===== src/rtl/display_scan_driver_if.sv =====
// Display/tone bus between the alarm-clock compute block, the scan driver and the board pins.
// The master drives the time word and ring request. The slave drives the display and speaker pins.
interface display_scan_driver_if;
  logic [10:0] display_i;
  logic        ring_i;
  logic [6:0]  seg_o;
  logic [3:0]  dig_sel_o;
  logic        am_pm_led_o;
  logic        speaker_o;

  modport master (
    output display_i, ring_i,
    input  seg_o, dig_sel_o, am_pm_led_o, speaker_o
  );

  modport slave (
    input  display_i, ring_i,
    output seg_o, dig_sel_o, am_pm_led_o, speaker_o
  );
endinterface


===== src/rtl/display_scan_driver.sv =====
// 4-digit multiplexed 7-segment scan driver with per-frame snapshot and a piezo tone generator.
// Optional build macro LEADING_ZERO_BLANK_EN: blanks the hours-tens digit when it is zero.
module display_scan_driver #(
  parameter int unsigned SCAN_DIV = 4,
  parameter int unsigned TONE_DIV = 8
) (
  input  logic                  clk,
  input  logic                  rst_n,
  display_scan_driver_if.slave  bus
);

  localparam int unsigned SW = (SCAN_DIV > 1) ? $clog2(SCAN_DIV) : 1;
  localparam int unsigned TW = (TONE_DIV > 1) ? $clog2(TONE_DIV) : 1;

  logic [SW-1:0] slot_q, slot_d;
  logic [1:0]    idx_q, idx_d;
  logic [10:0]   frame_q, frame_d;
  logic [6:0]    seg_q, seg_d;
  logic [3:0]    dig_q, dig_d;
  logic          ampm_q, ampm_d;
  logic [TW-1:0] tcnt_q, tcnt_d;
  logic          spk_q, spk_d;
  logic          ring_q, ring_d;

  function automatic logic [6:0] seg7(input logic [3:0] d);
    logic [6:0] g;
    case (d)
      4'd0:    g = 7'b0111111;
      4'd1:    g = 7'b0000110;
      4'd2:    g = 7'b1011011;
      4'd3:    g = 7'b1001111;
      4'd4:    g = 7'b1100110;
      4'd5:    g = 7'b1101101;
      4'd6:    g = 7'b1111101;
      4'd7:    g = 7'b0000111;
      4'd8:    g = 7'b1111111;
      4'd9:    g = 7'b1101111;
      default: g = 7'b0000000;
    endcase
    return g;
  endfunction

  // Glyph for digit k of a frame word; out-of-range times show dashes on every digit
  function automatic logic [6:0] frame_glyph(input logic [10:0] w, input logic [1:0] k);
    logic [3:0] hrs;
    logic [5:0] mins;
    logic [3:0] dig;
    logic [6:0] g;
    hrs  = w[9:6];
    mins = w[5:0];
    case (k)
      2'd0:    dig = (hrs >= 4'd10) ? 4'd1 : 4'd0;
      2'd1:    dig = (hrs >= 4'd10) ? hrs - 4'd10 : hrs;
      2'd2:    dig = 4'(mins / 6'd10);
      default: dig = 4'(mins % 6'd10);
    endcase
    g = seg7(dig);
`ifdef LEADING_ZERO_BLANK_EN
    if (k == 2'd0 && dig == 4'd0) g = 7'b0000000;
`endif
    if (hrs == 4'd0 || hrs > 4'd12 || mins > 6'd59) g = 7'b1000000;
    return g;
  endfunction

  // Scan path: slot_q/idx_q name the slot position the next edge produces
  always_comb begin
    slot_d  = slot_q;
    idx_d   = idx_q;
    frame_d = frame_q;
    seg_d   = seg_q;
    dig_d   = dig_q;
    ampm_d  = ampm_q;

    if (slot_q == SW'(0)) begin
      if (idx_q == 2'd0) frame_d = bus.display_i;
      seg_d  = frame_glyph(frame_d, idx_q);
      ampm_d = frame_d[10];
      dig_d  = 4'b0000;
    end else begin
      dig_d = 4'(4'b0001 << idx_q);
    end

    if (slot_q == SW'(SCAN_DIV - 1)) begin
      slot_d = SW'(0);
      idx_d  = idx_q + 2'd1;
    end else begin
      slot_d = slot_q + SW'(1);
    end
  end

  // Tone path: first high sample arms the counter, a low sample kills the tone at once
  always_comb begin
    tcnt_d = tcnt_q;
    spk_d  = spk_q;
    ring_d = ring_q;

    if (!bus.ring_i) begin
      tcnt_d = TW'(0);
      spk_d  = 1'b0;
      ring_d = 1'b0;
    end else if (!ring_q) begin
      tcnt_d = TW'(0);
      ring_d = 1'b1;
    end else if (tcnt_q == TW'(TONE_DIV - 1)) begin
      tcnt_d = TW'(0);
      spk_d  = ~spk_q;
    end else begin
      tcnt_d = tcnt_q + TW'(1);
    end
  end

  always_ff @(posedge clk or negedge rst_n) begin
    if (!rst_n) begin
      slot_q  <= SW'(0);
      idx_q   <= 2'd0;
      frame_q <= 11'd0;
      seg_q   <= 7'd0;
      dig_q   <= 4'd0;
      ampm_q  <= 1'b0;
      tcnt_q  <= TW'(0);
      spk_q   <= 1'b0;
      ring_q  <= 1'b0;
    end else begin
      slot_q  <= slot_d;
      idx_q   <= idx_d;
      frame_q <= frame_d;
      seg_q   <= seg_d;
      dig_q   <= dig_d;
      ampm_q  <= ampm_d;
      tcnt_q  <= tcnt_d;
      spk_q   <= spk_d;
      ring_q  <= ring_d;
    end
  end

  assign bus.seg_o       = seg_q;
  assign bus.dig_sel_o   = dig_q;
  assign bus.am_pm_led_o = ampm_q;
  assign bus.speaker_o   = spk_q;

endmodule


===== src/flat_wrapper.sv =====
// flat-port wrapper written by rule: the top's interface ports become plain ports
module display_scan_driver_flat 
#(
  parameter int unsigned SCAN_DIV = 4,
  parameter int unsigned TONE_DIV = 8
)
  (clk, rst_n, bus_display_i, bus_ring_i, bus_seg_o, bus_dig_sel_o, bus_am_pm_led_o, bus_speaker_o);
  display_scan_driver_if bus_i ();
  input  logic clk;
  input  logic rst_n;
  input wire logic [$bits(bus_i.display_i)-1:0] bus_display_i;
  input wire logic [$bits(bus_i.ring_i)-1:0] bus_ring_i;
  output wire logic [$bits(bus_i.seg_o)-1:0] bus_seg_o;
  output wire logic [$bits(bus_i.dig_sel_o)-1:0] bus_dig_sel_o;
  output wire logic [$bits(bus_i.am_pm_led_o)-1:0] bus_am_pm_led_o;
  output wire logic [$bits(bus_i.speaker_o)-1:0] bus_speaker_o;
  assign bus_i.display_i = bus_display_i;
  assign bus_i.ring_i = bus_ring_i;
  assign bus_seg_o = bus_i.seg_o;
  assign bus_dig_sel_o = bus_i.dig_sel_o;
  assign bus_am_pm_led_o = bus_i.am_pm_led_o;
  assign bus_speaker_o = bus_i.speaker_o;
  display_scan_driver #(.SCAN_DIV(SCAN_DIV), .TONE_DIV(TONE_DIV)) u_core (.clk(clk), .rst_n(rst_n), .bus(bus_i));
endmodule

===== config.mk =====
export PLATFORM = sky130hd
export DESIGN_NAME = display_scan_driver_flat
export DESIGN_NICKNAME = d
export VERILOG_FILES = /design/src/rtl/display_scan_driver_if.sv /design/src/rtl/display_scan_driver.sv /design/src/flat_wrapper.sv
export SDC_FILE = /design/constraint.sdc
export NUM_CORES = 1
export LEC_CHECK = 0
export BUFFER_PORTS_ARGS = -buffer_cell sky130_fd_sc_hd__buf_2
export CORE_MARGIN = 3
export CORE_UTILIZATION = 55
export CTS_CLUSTER_SIZE = 16
export DETAILED_ROUTE_END_ITERATION = 8
export GPL_ROUTABILITY_DRIVEN = 1
export GPL_TIMING_DRIVEN = 1
export HOLD_SLACK_MARGIN = 0.06
export PLACE_DENSITY_LB_ADDON = 0.12
export SLEW_MARGIN = 20
export SYNTH_ARGS = -nofsm -noshare
export SYNTH_HDL_FRONTEND = slang
export SYNTH_SLANG_ARGS = --single-unit
export TNS_END_PERCENT = 10

===== constraint.sdc =====
create_clock -name clk -period 4 [get_ports clk]
set_input_delay 0 -clock clk [delete_from_list [all_inputs] [get_ports clk]]
set_output_delay 0 -clock clk [all_outputs]
set_load 0.01 [all_outputs]

# Word level (Yosys, flattened, before mapping)

Memory sizes are Yosys's and may differ from the RTL's.
Cells that the tools add are included.

Flip-flop bits (word level): 32
Memory bits (read-only): 112
Word-level logic and storage cells: 49
Memories kept: 1

Add/subtract/negate cells: 4
Divide/modulo/power cells: 2
Magnitude comparators: 3
Equal/unequal tests: 6
Shift operators: 1
Muxes and demuxes: 16
Bitwise gates (word level): 1
Reductions and logical operators: 6

Memories:

| name            | words | bits a word | read ports | clocked after Yosys merged registers in | wr ports | line                      | RTL |
|---|---|---|---|---|---|---|---|
| (no name shown) | 16    | 7           | 1          | 0                                       | 0        | display_scan_driver.sv:27 | `case (d)` |

Operators with widths:

| operator                                              | number |
|---|---|
| two-way mux 11 bit                                    | 2 |
| two-way mux 4 bit                                     | 3 |
| case mux 4 bit (3 select lines)                       | 1 |
| two-way mux 3 bit                                     | 3 |
| two-way mux 7 bit                                     | 1 |
| divider 6 x 4 -> 6 bit (second input constant)        | 1 |
| greater-than comparator 6 bit (second input constant) | 1 |
| modulo 6 x 4 -> 6 bit (second input constant)         | 1 |
| two-way mux 1 bit                                     | 5 |
| adder 2 x 1 -> 2 bit (second input constant)          | 2 |
| == test 2 bit (second input constant)                 | 2 |
| >= comparator 4 bit (second input constant)           | 1 |
| greater-than comparator 4 bit (second input constant) | 1 |
| zero test 2 bit                                       | 2 |
| zero test 4 bit                                       | 1 |
| != test 2 x 1 -> 1 bit (second input constant)        | 2 |
| left shift 1 x 2 -> 4 bit (first input constant)      | 1 |
| subtractor 4 bit (second input constant)              | 1 |
| adder 3 x 1 -> 3 bit (second input constant)          | 1 |
| == test 3 bit (second input constant)                 | 1 |
| == test 2 x 1 -> 1 bit (second input constant)        | 1 |
| logical OR 1 bit                                      | 2 |
| two-way mux 2 bit                                     | 1 |
| AND reduction 2 bit                                   | 1 |
| NOT 1 bit                                             | 1 |

# Logic depth before layout (Yosys ltp)

Gate-level depths: netlist of run 1.
An unclocked memory read counts as a cell.

Depth after elaboration: 9
Mapped depth: 18

# Worst setup path after synthesis of run 1

Ideal clock, no wire load.

Path type: register to register
From: register u_core.idx_q[0]
To: register u_core.seg_q[4], in the netlist u_core.bus.seg_o[4]
Arrival: 3,111 ps
Data required time: 3,934 ps
Slack: 823 ps
Cell stages (with the launch flop): 19
Period minus slack after synthesis: 3,177 ps
Cells stage by stage: dfrtp_1 -> inv_1 -> ha_1 -> buf_6 -> buf_12 -> buf_8 -> mux2i_4 -> inv_2 -> ha_1 -> nor2b_1 -> o311ai_0 -> nand2_1 -> a2111oi_0 -> a211oi_1 -> inv_1 -> ha_1 -> inv_1 -> mux2i_1 -> a221o_1

Cells in the longest elaborated chain, start to end: 9
Elaborated cells on any way between the ends: 20
Those cells by class: 1 x add/sub; 2 x div; 3 x order compare; 2 x eq/ne; 7 x mux; 4 x reduce/logical; 1 x memory

RTL lines:

| element                                                                          | line                       | RTL |
|---|---|---|
| start: declaration                                                               | display_scan_driver.sv:16  | `logic [1:0] idx_q, idx_d;` |
| start signal: assignment                                                         | display_scan_driver.sv:125 | `idx_q <= idx_d;` |
| parallel branches: the longest is 8 deep, another holds memory read (16 x 7 bit) | --                         |  |
| two-way mux 7 bit (*)                                                            | display_scan_driver.sv:61  | `if (hrs == 4'd0 \|\| hrs > 4'd12 \|\| mins > 6'd59) g = 7'b1000000;` |
| end signal: assignment                                                           | display_scan_driver.sv:127 | `seg_q <= seg_d;` |
| end: declaration                                                                 | display_scan_driver.sv:18  | `logic [6:0] seg_q, seg_d;` |

Mark *: on every way between the ends. The select of a mux whose other input is x is not followed.
A chain may end at the register's enable or synchronous reset.

# Final worst setup path of run 1

Ends and elaborated chain as after synthesis.

==> metrics.csv, run 1 <==
stage,metric,value,unit
run_status,outcome,"finished, final reports clean",
clock_tree,CTS H-Tree Depth,2,
synth,YS warnings,0,
synth,Mapped Area,0.002223,sq mm
pwr,Switch Pwr,191.3,uW
grt,antenna violations before repair,0,
final_layout,# diodes,0,
pwr,Pwr Density,295.6,mW/mm^2
route,routed vias/inst,5.885,
final_layout,most frequent cells in the layout,"dfrtp_1, buf_2, inv_1, ha_1",
floorplanning,Rows,22,
final_layout,Multi-input gate area,0.001329,sq mm
synth,synth unique cells,56,
grt,pin count of the biggest net entering global routing,32,
pwr,Comb pwr share,0.147,
floorplanning,die area,0.004841,sq mm
clock_tree,Clock Pin Slew Worst Setup and Hold Paths,70,ps
worst_setup_path,Worst setup SP type,flop,
clock_tree,Clock Latency Late Sink,280,ps
flow_run,Max Cap Violations,0,
sta,Post-Route Setup TNS,0,ps
clock_tree,CTS tree,built,
floorplanning,initial core utilization,0.5896,
worst_setup_path,Worst setup EP type,flop,
worst_setup_path,Most common cell on crit path,inv_1,
final_layout,Layout fillers,277,
grt,GRT overflow,0,
pwr,Pleak,1.240,nW
sta,Final Cycle Share,0.8553,
worst_setup_path,Worst Path Buf+Inv,4,
sta,worst rel slew slack,0.5458,
worst_setup_path,Worst Path Max Fanout,12,
synth,post-synthesis async set-or-reset flop share,1.000,
grt,vias in the first global route,1694,
pwr,switching part of the total,0.2473,
place,final weighted congestion in routability-driven placement,0.9414,
grt,first-pass GRT wire length,8004,um
grt,all-layer global routing usage,0.2056,
final_layout,Layout Cell Area excl Fill,0.002618,sq mm
synth,Post-synth EDFFs,0,
sta,clock skew,10.03,ps
floorplanning,Core Region,0.003771,sq mm
sta,setup violators final,0,
pwr,Worst VDD drop,248.7,uV
floorplanning,Die Wd,69.58,um
final_layout,"most common cell after layout, fill and taps aside",dfrtp_1,
clock_tree,maximum root-to-sink buffer count,2,
worst_setup_path,Worst Path Required,4170,ps
final_layout,Area Overhead vs Synth,17.73,%
route,WL final,4714,um
final_layout,share of layout cells above drive strength 1,0.3145,
route,drt wl/cell,15.93,um
worst_setup_path,WS Path Type,reg2reg,
route,router iterations before antenna repair,4,
final_layout,Util after Layout,0.6941,
clock_tree,Clk Tree Root Cell,clkbuf_8,
route,DR DRC count,0,
worst_setup_path,"Largest stage delay, worst path",460,ps
synth,"Top FF cell, synth",dfrtp_1,
pwr,Clk pwr share,0.415,
sta,RSZ-0062 raised after global routing,no,
route,initial DRC count,163,
worst_setup_path,WP data arrival,3590,ps
synth,"Avg Cell Area, Syn",10.85,sq um
sta,Tmin final,3421,ps
worst_setup_path,"Max stage delay cell, worst path",a211oi_1,
sta,fmax,292.3,MHz
clock_tree,CTS sink cnt,31,
final_layout,layout net count,276,
sta,Slew @ Worst Pin,681.3,ps
place,DP Wirelength,3485,um
synth,sequential share of the synthesized area,0.3489,
pwr,power share of the sequential group,0.438,
synth,Synth Register Bits,31,
sta,Hold Fails Final Rpt,0,
worst_hold_path,hold crit path type,in2async,
pwr,internal power,582.5,uW
worst_setup_path,"critical path, cell by cell",inv_1 > ha_1 > buf_4 > mux2_2 > nor2_1 > a22o_1 > a2111oi_0 > a211oi_1 > inv_1 > ha_1 > inv_1 > mux2i_1 > a221o_1,
place,Area after DPL,0.002370,sq mm
place,Port Buffer Count,26,
route,Vias,1742,
worst_setup_path,Crit path max-delay family,compound AO/OA/AOI/OAI gates,
clock_tree,TritonCTS buffer count,5,
synth,syn nets,234,
floorplanning,Die Y,69.58,um
floorplanning,# IOs,27,
clock_tree,post-CTS setup buffers,0,
route,Routed Antenna Nets,0,
synth,Syn Inst Count,205,
final_layout,area occupied by registers,775.7,sq um
sta,max-slew violations,0,
final timing paths:
path / startpoint / end / slack, ps / cells past startpoint
max: u_core.idx_q[0] / u_core.bus.seg_o[4] / 580 / 13
min: rst_n / u_core.frame_q[5] / 290 / 2
max reg2reg: u_core.idx_q[0] / u_core.bus.seg_o[4] / 580 / 13
min reg2reg: u_core.tcnt_q[0] / u_core.tcnt_q[0] / 440 / 1
max in group asynchronous: rst_n / u_core.bus.dig_sel_o[3] / 3270 / 2
min in group clk: bus_ring_i / u_core.ring_q / 410 / 2
cells in the mapped netlist (2+ instances only):
master / count / area share
nor3_1: 3 / 0.0068
mux2_2: 13 / 0.066
nand2b_1: 3 / 0.0084
o221ai_1: 4 / 0.016
xnor2_1: 2 / 0.0079
a21oi_4: 2 / 0.015
nand3_1: 10 / 0.023
a31oi_1: 3 / 0.0084
ha_1: 15 / 0.084
o21ai_0: 2 / 0.0045
mux2i_2: 2 / 0.012
a221oi_2: 2 / 0.014
mux2_4: 6 / 0.041
mux2i_4: 4 / 0.041
nand2_2: 2 / 0.0056
a21oi_1: 2 / 0.0045
nor2_2: 2 / 0.0056
a211oi_1: 3 / 0.010
o211ai_1: 3 / 0.010
inv_1: 15 / 0.025
nand2_1: 13 / 0.022
clkbuf_1: 2 / 0.0034
nand4_1: 2 / 0.0056
nor2b_1: 8 / 0.023
dfrtp_1: 31 / 0.35
o211ai_2: 2 / 0.011
nor2_1: 9 / 0.015
and3_1: 4 / 0.011
o21ai_1: 5 / 0.011
mux2i_1: 5 / 0.023
worst reg2reg max path: stages, from the launching register on:
cell,delay (ps)
dfrtp_1,440
inv_1,110
ha_1,310
buf_4,320
mux2_2,420
nor2_1,190
a22o_1,160
a2111oi_0,60
a211oi_1,460
inv_1,140
ha_1,260
inv_1,60
mux2i_1,70
a221o_1,310
final cells by class:
class | instances | area share
repair buffers | 41 | 0.1052
clock inverters | 2 | 0.01338
well taps | 48 | 0.02294
inverters | 16 | 0.02294
clock buffers | 6 | 0.03155
flip-flops and latches | 31 | 0.2964
multi-input cells | 152 | 0.5076
flip-flops by register name (all words and copies together) (netlist names):
| register | cells |
|---|---|
| u_core.bus.speaker_o | 1 |
| u_core.bus.seg_o | 7 |
| u_core.ring_q | 1 |
| u_core.bus.dig_sel_o | 4 |
| u_core.idx_q | 2 |
| u_core.bus.am_pm_led_o | 1 |
| u_core.slot_q | 2 |
| u_core.tcnt_q | 3 |
| u_core.frame_q | 10 |
cell families (layout without fill, tap and decap cells):
group / count (synthesis) / count (layout) / synth area share
simple gates: 60 / 60 / 0.1373
compound gates: 43 / 43 / 0.1773
flops: 31 / 31 / 0.3489
mux: 30 / 30 / 0.1818
buf+inv: 22 / 65 / 0.05345
fa+ha+maj: 16 / 16 / 0.08948
xor+xnor: 3 / 3 / 0.01182
per-layer routing:
layer,GRT usage,vias up,wire [um]
met5,0,-,0
met2,0.3581,50,2477
met3,0.04058,8,163
met1,0.2588,848,2017
met4,0.05640,0,56
li1,-,836,-
through the flow:
stage / hold slack (ps) / setup WS (ps) / std cells / total power, mW
floorplan: -295.6 / 823.1 / 205 / 0.4091
global placement: 73.85 / 742.4 / 275 / 0.4443
detailed placement: 91.61 / 586.1 / 275 / 0.4489
CTS: 331.7 / 591.0 / 296 / 0.7787
global route: 370.5 / 225.2 / 296 / 0.8071
finish: 288.5 / 578.7 / 296 / 0.7739
power groups by stage:
| stage | Sequential, mW | Clock (mW) | Combinational (mW) |
|---|---|---|---|
| 5_1_grt | 0.341 | 0.340 | 0.127 |
| 3_5_place_dp | 0.344 | 0 | 0.104 |
| 6_report | 0.339 | 0.321 | 0.114 |
| 2_1_floorplan | 0.347 | 0 | 0.0623 |
| 3_3_place_gp | 0.343 | 0 | 0.101 |
| 4_1_cts | 0.339 | 0.326 | 0.114 |
what timing repair did:
action / CTS / global route
hold buffers: 13 / 0
endpoints found under the hold margin: 47 / 0
resized for setup: 0 / 0
setup endpoints to repair: 0 / 0
(Power assumes the default switching activity.)
==> run 2, diff against run 1 <==
==> constraint.sdc (replaced) <==
create_clock -name clk -period 3.64 [get_ports clk]
set_input_delay 0 -clock clk [delete_from_list [all_inputs] [get_ports clk]]
set_output_delay 0 -clock clk [all_outputs]
set_load 0.01 [all_outputs]
==> run 2 against run 1 <==
Compared with the run above:
- count of clock-buffer cells in the layout rose by 2
- critical path type unchanged
- register-to-register slack got worse by 230 ps
- first-iteration DRC count fell by 17%
- design area barely moved
- routed wire length rose by 1.9%
- clock skew fell by 3.3 ps
- fmax rose by 3.8%
- total power rose by 2.9%
- sequential share of layout area barely moved
- non-clock buffer count rose by 1
- critical endpoint unchanged
==> metrics.csv, run 2 (synthesis gave the netlist of run 1 again) <==
stage,metric,value,unit,change
final_layout,"most common cell after layout, fill and taps aside",dfrtp_1,,
place,Area after DPL,0.002385,sq mm,+0.63%
worst_setup_path,"Max stage delay cell, worst path",dfrtp_1,,
route,met2 wire length,2454,um,-0.93%
final_layout,layout net count,277,,+0.36%
sta,Hold Fails Final Rpt,0,,unchanged
final_layout,max reg flops,10,,unchanged
grt,first-pass GRT wire length,8190,um,+2.3%
route,DR DRC count,0,,unchanged
worst_setup_path,Crit path max-delay family,compound AO/OA/AOI/OAI gates,,
sta,final setup margin,344.1,ps,-234.6 ps
worst_setup_path,WP data arrival,3510,ps,-80 ps
pwr,Worst VDD drop,282.5,uV,+14%
route,WL final,4804,um,+1.9%
flow_run,Max Cap Violations,0,,unchanged
clock_tree,CTS sink cnt,31,,unchanged
worst_setup_path,Worst Path Buf+Inv,4,,unchanged
final_layout,area occupied by registers,775.7,sq um,unchanged
place,Port Buffer Count,26,,unchanged
grt,all-layer global routing usage,0.2114,,+0.005758
floorplanning,Die Y,69.58,um,unchanged
place,DP Wirelength,3528,um,+1.2%
clock_tree,Clk Tree Root Cell,clkbuf_8,,
final_layout,# diodes,0,,unchanged
grt,pin count of the biggest net entering global routing,32,,unchanged
worst_setup_path,Worst Path Max Fanout,5,,-7
sta,clock skew,6.691,ps,-3.341 ps
place,Placement Setup Slack,116.3,ps,-469.8 ps
worst_setup_path,Worst setup SP type,flop,,
sta,RSZ-0062 raised after global routing,no,,
pwr,Pwr Density,304.0,mW/mm^2,+2.8%
clock_tree,CTS tree,built,,
route,top layer in use,met4,,
grt,GRT overflow,0,,unchanged
clock_tree,Clock Pin Slew Worst Setup and Hold Paths,70,ps,about the same
route,Vias,1726,,-0.92%
final_layout,largest register by flop count,u_core.frame_q,,
floorplanning,initial core utilization,0.5896,,unchanged
route,drt wl/cell,16.18,um,+1.6%
sta,Slew @ Worst Pin,684.7,ps,+3.359 ps
final_layout,Layout fillers,289,,+4.3%
worst_setup_path,Most common cell on crit path,inv_1,,
final_layout,Multi-input gate area,0.001343,sq mm,+1.0%
worst_setup_path,Worst setup EP type,flop,,
place,final weighted congestion in routability-driven placement,0.9125,,-3.1%
final_layout,Util after Layout,0.6944,,about the same
grt,antenna violations before repair,0,,unchanged
final_layout,share of layout cells above drive strength 1,0.3293,,+0.01480
sta,Post-Route Setup TNS,0,ps,unchanged
sta,fmax,303.4,MHz,+3.8%
floorplanning,Core Region,0.003771,sq mm,unchanged
route,routed vias/inst,5.811,,-1.3%
clock_tree,TritonCTS buffer count,5,,unchanged
sta,worst rel slew slack,0.5436,,-0.002239
route,router iterations before antenna repair,4,,unchanged
clock_tree,Clock Latency Late Sink,280,ps,about the same
floorplanning,Rows,22,,unchanged
worst_setup_path,WS Path Type,reg2reg,,
route,initial DRC count,136,,-17%
sta,setup violators final,0,,unchanged
final_layout,most frequent cells in the layout,"dfrtp_1, buf_2, inv_1, ha_1",,
grt,vias in the first global route,1822,,+7.6%
worst_setup_path,"Largest stage delay, worst path",440,ps,-20 ps
worst_setup_path,Worst Path Required,3860,ps,-310 ps
route,DR WL met3,224,um,+37%
worst_setup_path,R2R setup slack,340,ps,-230 ps
floorplanning,Die Wd,69.58,um,unchanged
sta,Final Cycle Share,0.9055,,+0.05014
floorplanning,# IOs,27,,unchanged
route,Routed Antenna Nets,0,,unchanged
clock_tree,maximum root-to-sink buffer count,2,,unchanged
worst_setup_path,"critical path, cell by cell",inv_1 > ha_2 > mux2i_4 > inv_2 > ha_1 > nor2b_1 > o311ai_0 > nand2_1 > a2111oi_2 > a211oi_2 > inv_1 > ha_1 > inv_1 > mux2i_1 > a221o_1,,
sta,Tmin final,3296,ps,-125.4 ps
floorplanning,die area,0.004841,sq mm,unchanged
sta,max-slew violations,0,,unchanged
worst_hold_path,hold crit path type,in2reg,,
clock_tree,CTS H-Tree Depth,2,,unchanged
final_layout,Area Overhead vs Synth,17.78,%,about the same
final_layout,Layout Cell Area excl Fill,0.002619,sq mm,about the same
pwr,Pleak,1.237,nW,-0.23%
run_status,outcome,"finished, final reports clean",,
route,Metal-1 WL,2057,um,+2.0%
run 2: cell types whose count changed in the layout (fill, tap and decap cells not counted), sizes merged:
cell / change
dlygate4sd3: -1
clkinv: -1
bufinv: -1
buf: +2
clkbuf: +2
run 2: metal layers:
metal  global-route usage  vias up
li1                     -      834
met1               0.2549      832
met2               0.3761       48
met3              0.04203       12
met4              0.06725        0
met5                    0        -
run 2: worst paths after layout:
path	depth (start not counted)	end	from
max in group asynchronous	2	u_core.bus.dig_sel_o[1]	rst_n
hold / removal	2	u_core.frame_q[7]	bus_display_i[7]
hold reg to reg	1	u_core.tcnt_q[0]	u_core.tcnt_q[0]
setup / recovery	15	u_core.bus.seg_o[4]	u_core.idx_q[0]
min in group asynchronous	2	u_core.frame_q[1]	rst_n
setup reg to reg	15	u_core.bus.seg_o[4]	u_core.idx_q[0]
run 2: layout make-up:
class | instances | share of cell area
inverter | 16 | 0.02293
timing repair buffer | 42 | 0.1070
tap | 48 | 0.02293
multi-input combinational | 152 | 0.5127
clock buffer | 8 | 0.03822
sequential | 31 | 0.2962
run 2: through the flow:
step,cells,power (mW),hold slack (ps)
global placement,277,0.4902,73.75
detailed placement,277,0.4948,96.65
finish,297,0.7962,72.78
global route,297,0.8387,80.96
floorplan,205,0.4496,-295.6
CTS,297,0.7992,69.36
run 2: what timing repair did:
action,4_1_cts,5_1_grt
gates resized for setup,0,4
hold buffers,12,0
endpoints found under the setup margin,0,7
buffers inserted,0,0
hold endpoints to repair,46,0
run 2: where the power goes:
part           total [mW]  switching, mW  internal (mW)
clock network       0.295          0.123          0.172
logic               0.129         0.0687         0.0599
registers           0.372         0.0117          0.361
total               0.796          0.203          0.593
run 2: worst reg2reg max path, cell delays in order (launching register included):
cell and delay, ps:
dfrtp_1 440, inv_1 120, ha_2 270, mux2i_4 290, inv_2 60, ha_1 230
nor2b_1 140, o311ai_0 320, nand2_1 170, a2111oi_2 400, a211oi_2 130, inv_1 130
ha_1 200, inv_1 60, mux2i_1 120, a221o_1 160
